<file path="config.mk">
export PLATFORM = sky130hd
export DESIGN_NAME = uart_rx_fifo_flat
export DESIGN_NICKNAME = d
export VERILOG_FILES = /design/src/rtl/uart_rx_fifo_pkg.sv /design/src/rtl/uart_rx_fifo_if.sv /design/src/rtl/uart_rx_fifo_mem.sv /design/src/rtl/uart_rx_fifo.sv /design/src/flat_wrapper.sv
export SDC_FILE = /design/constraint.sdc
export NUM_CORES = 1
export LEC_CHECK = 0
export ABC_AREA = 1
export ABC_CLOCK_PERIOD_IN_PS = 4200
export CAP_MARGIN = 10
export CORE_ASPECT_RATIO = 0.8
export CORE_MARGIN = 5
export CORE_UTILIZATION = 60
export DETAILED_ROUTE_END_ITERATION = 10
export HOLD_SLACK_MARGIN = 0.1
export PLACE_DENSITY = 0.9
export SLEW_MARGIN = 20
export SYNTH_ARGS = -nofsm -noshare
export SYNTH_HDL_FRONTEND = slang
export SYNTH_HIERARCHICAL = 1
export SYNTH_SLANG_ARGS = --single-unit
</file>
<file path="constraint.sdc">
create_clock -name clk_i -period 4.2 [get_ports clk_i]
set_clock_uncertainty 0.15 [all_clocks]
set_input_delay 1.26 -clock clk_i [delete_from_list [all_inputs] [get_ports clk_i]]
set_output_delay 1.26 -clock clk_i [all_outputs]
set_load 0.01 [all_outputs]
</file>
<file path="src/rtl/uart_rx_fifo_pkg.sv">
// Shared UART receive-FIFO types and default sizing constants.
// Each FIFO entry holds one received byte and its error flag.
package uart_rx_fifo_pkg;

   localparam int DEFAULT_DEPTH  = 8;
   localparam int DEFAULT_THRESH = 4;

   typedef struct packed {
      logic       err;
      logic [7:0] data;
   } entry_t;

   localparam int ENTRY_W = $bits(entry_t);

   // Level counter needs one extra bit so that "full" (== DEPTH) is representable.
   function automatic int level_width(input int depth);
      return $clog2(depth) + 1;
   endfunction

endpackage

</file>
<file path="src/rtl/uart_rx_fifo_if.sv">
// Receiver-side and consumer-side signals of the UART receive FIFO.
// The master modport is the driving environment; slave is the FIFO.
interface uart_rx_fifo_if
   import uart_rx_fifo_pkg::*;
#(
   parameter int DEPTH = DEFAULT_DEPTH
) ();

   localparam int LW = level_width(DEPTH);

   logic [7:0]    data_i;
   logic          rx_int_i;
   logic          err_int_i;
   logic          clr_i;
   logic          rd_ready_i;
   logic          rd_valid_o;
   logic [7:0]    rd_data_o;
   logic          rd_err_o;
   logic [LW-1:0] level_o;
   logic          full_o;
   logic          empty_o;
   logic          overflow_o;
   logic          irq_o;

   modport master (
      output data_i, rx_int_i, err_int_i, clr_i, rd_ready_i,
      input  rd_valid_o, rd_data_o, rd_err_o, level_o,
             full_o, empty_o, overflow_o, irq_o
   );

   modport slave (
      input  data_i, rx_int_i, err_int_i, clr_i, rd_ready_i,
      output rd_valid_o, rd_data_o, rd_err_o, level_o,
             full_o, empty_o, overflow_o, irq_o
   );

endinterface

</file>
<file path="src/rtl/uart_rx_fifo_mem.sv">
// DEPTH x 9 entry storage: one synchronous write port, one asynchronous read port.
// Contents are intentionally not reset.
module uart_rx_fifo_mem
   import uart_rx_fifo_pkg::*;
#(
   parameter int DEPTH = DEFAULT_DEPTH,
   parameter int AW    = $clog2(DEPTH)
) (
   input  logic          clk_i,
   input  logic          we,
   input  logic [AW-1:0] waddr,
   input  entry_t        wdata,
   input  logic [AW-1:0] raddr,
   output entry_t        rdata
);

   entry_t mem_reg [DEPTH];

   always_ff @(posedge clk_i) begin
      if (we) begin
         mem_reg[waddr] <= wdata;
      end
   end

   assign rdata = mem_reg[raddr];

endmodule

</file>
<file path="src/rtl/uart_rx_fifo.sv">
// UART receive FIFO: buffers good/errored bytes, tracks level, sticky overflow
// and a level-threshold interrupt. Status outputs derive only from registered state.
module uart_rx_fifo
   import uart_rx_fifo_pkg::*;
#(
   parameter int DEPTH  = DEFAULT_DEPTH,
   parameter int THRESH = DEFAULT_THRESH
) (
   input  logic           clk_i,
   input  logic           rst_i,
   uart_rx_fifo_if.slave  bus
);

   localparam int AW = $clog2(DEPTH);
   localparam int LW = level_width(DEPTH);

   logic [AW-1:0] wr_ptr_reg;
   logic [AW-1:0] rd_ptr_reg;
   logic [LW-1:0] level_reg;
   logic          overflow_reg;

   logic   empty;
   logic   full;
   logic   wr_evt;
   logic   rd_evt;
   logic   accept;
   logic   drop;
   entry_t wr_entry;
   entry_t rd_entry;

   assign empty  = (level_reg == '0);
   assign full   = (level_reg == LW'(DEPTH));
   assign wr_evt = bus.rx_int_i | bus.err_int_i;
   assign rd_evt = ~empty & bus.rd_ready_i;

   // A write into a full FIFO is still accepted when the head leaves on the same edge.
   assign accept = wr_evt & (~full | rd_evt) & ~bus.clr_i;
   assign drop   = wr_evt & full & ~rd_evt & ~bus.clr_i;

   assign wr_entry = '{err: bus.err_int_i, data: bus.data_i};

   always_ff @(posedge clk_i or posedge rst_i) begin
      if (rst_i) begin
         wr_ptr_reg   <= '0;
         rd_ptr_reg   <= '0;
         level_reg    <= '0;
         overflow_reg <= 1'b0;
      end else if (bus.clr_i) begin
         wr_ptr_reg   <= '0;
         rd_ptr_reg   <= '0;
         level_reg    <= '0;
         overflow_reg <= 1'b0;
      end else begin
         if (accept) begin
            wr_ptr_reg <= wr_ptr_reg + AW'(1);
         end
         if (rd_evt) begin
            rd_ptr_reg <= rd_ptr_reg + AW'(1);
         end
         if (accept && !rd_evt) begin
            level_reg <= level_reg + LW'(1);
         end else if (!accept && rd_evt) begin
            level_reg <= level_reg - LW'(1);
         end
         if (drop) begin
            overflow_reg <= 1'b1;
         end
      end
   end

   uart_rx_fifo_mem #(
      .DEPTH (DEPTH),
      .AW    (AW)
   ) u_mem (
      .clk_i (clk_i),
      .we    (accept),
      .waddr (wr_ptr_reg),
      .wdata (wr_entry),
      .raddr (rd_ptr_reg),
      .rdata (rd_entry)
   );

   assign bus.rd_valid_o = ~empty;
   assign bus.rd_data_o  = rd_entry.data;
   assign bus.rd_err_o   = rd_entry.err;
   assign bus.level_o    = level_reg;
   assign bus.full_o     = full;
   assign bus.empty_o    = empty;
   assign bus.overflow_o = overflow_reg;
   assign bus.irq_o      = (level_reg >= LW'(THRESH));

endmodule

</file>
<file path="src/flat_wrapper.sv">
// flat-port wrapper written by rule: the top's interface ports become plain ports
module uart_rx_fifo_flat import uart_rx_fifo_pkg::*;
#(
   parameter int DEPTH  = DEFAULT_DEPTH,
   parameter int THRESH = DEFAULT_THRESH
)
  (clk_i, rst_i, bus_data_i, bus_rx_int_i, bus_err_int_i, bus_clr_i, bus_rd_ready_i, bus_rd_valid_o, bus_rd_data_o, bus_rd_err_o, bus_level_o, bus_full_o, bus_empty_o, bus_overflow_o, bus_irq_o);
  uart_rx_fifo_if #(.DEPTH(DEPTH)) bus_i ();
  input  logic clk_i;
  input  logic rst_i;
  input wire logic [$bits(bus_i.data_i)-1:0] bus_data_i;
  input wire logic [$bits(bus_i.rx_int_i)-1:0] bus_rx_int_i;
  input wire logic [$bits(bus_i.err_int_i)-1:0] bus_err_int_i;
  input wire logic [$bits(bus_i.clr_i)-1:0] bus_clr_i;
  input wire logic [$bits(bus_i.rd_ready_i)-1:0] bus_rd_ready_i;
  output wire logic [$bits(bus_i.rd_valid_o)-1:0] bus_rd_valid_o;
  output wire logic [$bits(bus_i.rd_data_o)-1:0] bus_rd_data_o;
  output wire logic [$bits(bus_i.rd_err_o)-1:0] bus_rd_err_o;
  output wire logic [$bits(bus_i.level_o)-1:0] bus_level_o;
  output wire logic [$bits(bus_i.full_o)-1:0] bus_full_o;
  output wire logic [$bits(bus_i.empty_o)-1:0] bus_empty_o;
  output wire logic [$bits(bus_i.overflow_o)-1:0] bus_overflow_o;
  output wire logic [$bits(bus_i.irq_o)-1:0] bus_irq_o;
  assign bus_i.data_i = bus_data_i;
  assign bus_i.rx_int_i = bus_rx_int_i;
  assign bus_i.err_int_i = bus_err_int_i;
  assign bus_i.clr_i = bus_clr_i;
  assign bus_i.rd_ready_i = bus_rd_ready_i;
  assign bus_rd_valid_o = bus_i.rd_valid_o;
  assign bus_rd_data_o = bus_i.rd_data_o;
  assign bus_rd_err_o = bus_i.rd_err_o;
  assign bus_level_o = bus_i.level_o;
  assign bus_full_o = bus_i.full_o;
  assign bus_empty_o = bus_i.empty_o;
  assign bus_overflow_o = bus_i.overflow_o;
  assign bus_irq_o = bus_i.irq_o;
  uart_rx_fifo #(.DEPTH(DEPTH), .THRESH(THRESH)) u_core (.clk_i(clk_i), .rst_i(rst_i), .bus(bus_i));
endmodule
</file>
==> reports/metrics.cfg, run 1 <==
[outcome]
status = finished clean

[worst_setup_path]
required_ns = 2.79
critPathLaunchType = register
crit_family = buffers and inverters
cpMostUsedCell = nand2_1
crit_buf_inv = 2
criticalPathCategory = register to primary output
path_max_fanout = 36
slowest_delay_ns = 0.71
end_kind = primary output
slowest_stage = dfrtp_1
crit_chain = inv_4, nand2_1, nand3_1, nand2_1, nand2_1, nand2_1, clkdlybuf4s50_1
worst_ep_arrival_time_ns = 2.47

[logic_synthesis]
postSynthNetCount = 436
netlist_instances = 417
yosys.area.top_type = edfxtp_1
synth_cell_type_count = 27
synthesis.area_um2 = 3950
syn_area_per_cell_um2 = 9.46
synth_async_sr_flop_share_pct = 13.3
synth-warning-count = 6
synth_top_area_share_pct = 54.8
yosys-top-cells-area = edfxtp_1, nand2_1, inv_1, dfrtp_1, nand3_1
synth-edff-count = 72
synth-main-ff-cell = edfxtp_1
ys_seq_area_share_pct = 61.8
ys_ff_latch = 83

[pwr]
power_density_nw_per_um2 = 563
pwr-share-seq_pct = 40.7
peakVddDrop_mv = 0.524
pwr-share-clk_pct = 22.1
power_frac_comb_pct = 37.2
p_int_mw = 1.64
leakage_nw = 2.11
switching_share_pct = 36.0
switching_power_mw = 0.919

[route]
via_per_inst = 5.23
routed_wl_um = 8310
route.met2.wl_um = 4130
top_layer = met4
wl_met1_um = 3260
routedWlPerCell_um = 15.2
drc = 0
wl_met3_um = 663
antenna_left = 0
num_vias = 2862
drtPass1Iterations = 5
drt-initial-drc-count = 268

[cells_and_area]
finalInstanceArea_um2 = 4540
fillers = 469
insertedDiodeCount = 0
multi_input_area_um2 = 1050
drive_above_1_share_pct = 8.21
final_common_cell = nand2_1
nets = 477
area_growth_pct = 15.0
stdcell_count = 547
seq_area_um2 = 2440
final_cell_mix = nand2_1, inv_1, edfxtp_1, nand3_1, clkdlybuf4s50_1
largest_reg_flops = 72

[timing]
post-route-period-util_pct = 92.4
relSlewSlack_pct = 46.1
tns_ns = 0
hold_viol = 0
min_period_ns = 3.88
fmax_ghz = 0.258
tightestPinTransition_ns = 0.808
rsz0062_at_grt = false
slew_violations = 0
finalSetupViolCount = 0

[grt]
overflow = 0
grt_use_total_pct = 21.9
grt_pass1_wl_um = 13500
antenna_found_initial = 0
grt_max_degree = 37
grt_pass1_vias = 2907

[die]
rows = 26
dieArea_um2 = 8310
ios = 32
die_h_um = 82.5
initial_core_util_pct = 61.9
die_w_um = 101
core_um2 = 6380

[clocking]
clkSlewWorstSetupHoldPaths_ns = 0.08
ctsHoldBuffers = 0
cts_buffers = 9
htree_levels = 3
post_cts_resized = 0
cts_setup_buffers = 0
cts_tree = yes
cts-root-buf = clkbuf_8
clk_latency_ns = 0.35
cts_max_path_buffers = 2
cts.sinks = 83

[place]
dpl.hpwl_um = 5720
gp_congestion = 0.867
dpl_cell_area_um2 = 4340
port_buffers = 31
dp.cells = 531

[min_path]
min_path_type = register to register

[job]
cap_violations = 0

[Yosys cell counts, types with 2 or more instances]
cell / count
a21oi_1: 4
inv_1: 89
nor2_1: 15
nor2_2: 2
edfxtp_1: 72
ha_1: 4
buf_4: 4
nand2_2: 2
inv_4: 2
buf_2: 2
dfrtp_1: 11
nand2_1: 144
inv_2: 2
buf_6: 5
o21ai_0: 3
nand3_1: 45
[cell type report]
type                       instances  share of cell area, %
sequential                        83                   53.7
clock inverter                     7                   1.65
timing repair buffer              41                   8.49
clock buffer                       9                   2.73
multi-input combinational        229                   23.2
tap                               84                   2.32
inverter                          94                   7.89
[path summary, 6_finish.rpt]
path | startpoint | end | slack, ns | cells past startpoint
max | u_core/rd_ptr_reg[0] | bus_rd_data_o[0] | 0.32 | 7
min | u_core/wr_ptr_reg[2] | u_core/wr_ptr_reg[2] | 0.41 | 1
max reg2reg | u_core/bus.level_o[0] | u_core/bus.level_o[3] | 1.97 | 13
min reg2reg | u_core/wr_ptr_reg[2] | u_core/wr_ptr_reg[2] | 0.41 | 1
max in group asynchronous | rst_i | u_core/wr_ptr_reg[2] | 2.53 | 2
min in group asynchronous | rst_i | u_core/wr_ptr_reg[1] | 1.06 | 2
[cell families after synthesis]
family	after synthesis	synth area share, %
XOR/XNOR	2	0.444
adder cells (fa/ha/maj)	5	1.78
buffers and inverters	105	11.5
AO/OA/AOI/OAI	10	1.40
flip-flops	83	61.8
AND/OR/NAND/NOR	212	23.1
[per-layer routing]
metal  track usage, %  vias up
met5                0        -
met4             12.7        0
met3             5.21       28
met2             37.2      126
met1             25.7     1334
li1                 -     1374
[metrics by stage]
stage | util [%] | setup slack [ns] | hold slack, ns | power, mW
3_5_place_dp | 68.1 | 0.563 | 0.367 | 2.00
5_1_grt | 71.2 | 0.152 | 0.422 | 2.71
3_3_place_gp | 68.1 | 0.633 | 0.349 | 1.96
4_1_cts | 71.2 | 0.372 | 0.392 | 2.56
6_report | 71.2 | 0.320 | 0.410 | 2.56
2_1_floorplan | - | 1.45 | 0.278 | 1.67
[worst register-to-register path, cell delays in order, from the launching register on]
cell	delay (ns)
dfrtp_1	0.46
nor2_4	0.19
nand2_4	0.10
nand2_8	0.09
nand4_4	0.15
ha_1	0.37
a21oi_1	0.20
nand3_1	0.09
nand2_1	0.09
inv_1	0.04
nand2_1	0.05
nand2_1	0.05
nand2_1	0.06
nand2_1	0.04
[power groups by stage]
stage	logic, mW	clock network [mW]	registers, mW
finish	0.951	0.564	1.04
CTS	0.944	0.579	1.04
floorplan	0.645	0	1.02
global placement	0.907	0	1.05
global route	1.05	0.612	1.05
detailed placement	0.939	0	1.06
Power figures use the tool's default switching activity.
==> inputs of run 2 (changes only) <==
--- a/config.mk
+++ b/config.mk
@@ -12,7 +12,7 @@
 export CORE_MARGIN = 5
 export CORE_UTILIZATION = 60
 export DETAILED_ROUTE_END_ITERATION = 10
-export HOLD_SLACK_MARGIN = 0.1
+export HOLD_SLACK_MARGIN = 0.06
 export PLACE_DENSITY = 0.9
 export SLEW_MARGIN = 20
 export SYNTH_ARGS = -nofsm -noshare
==> results of run 2 <==
No change in the layout: final DEF, timing and power equal those of run 1.
==> inputs of run 3 (changes only) <==
--- a/config.mk
+++ b/config.mk
@@ -12,7 +12,7 @@
 export CORE_MARGIN = 5
 export CORE_UTILIZATION = 60
 export DETAILED_ROUTE_END_ITERATION = 10
-export HOLD_SLACK_MARGIN = 0.06
+export HOLD_SLACK_MARGIN = 0.08
 export PLACE_DENSITY = 0.9
 export SLEW_MARGIN = 20
 export SYNTH_ARGS = -nofsm -noshare
==> results of run 3 <==
No change in the layout: final DEF, timing and power equal those of run 1.
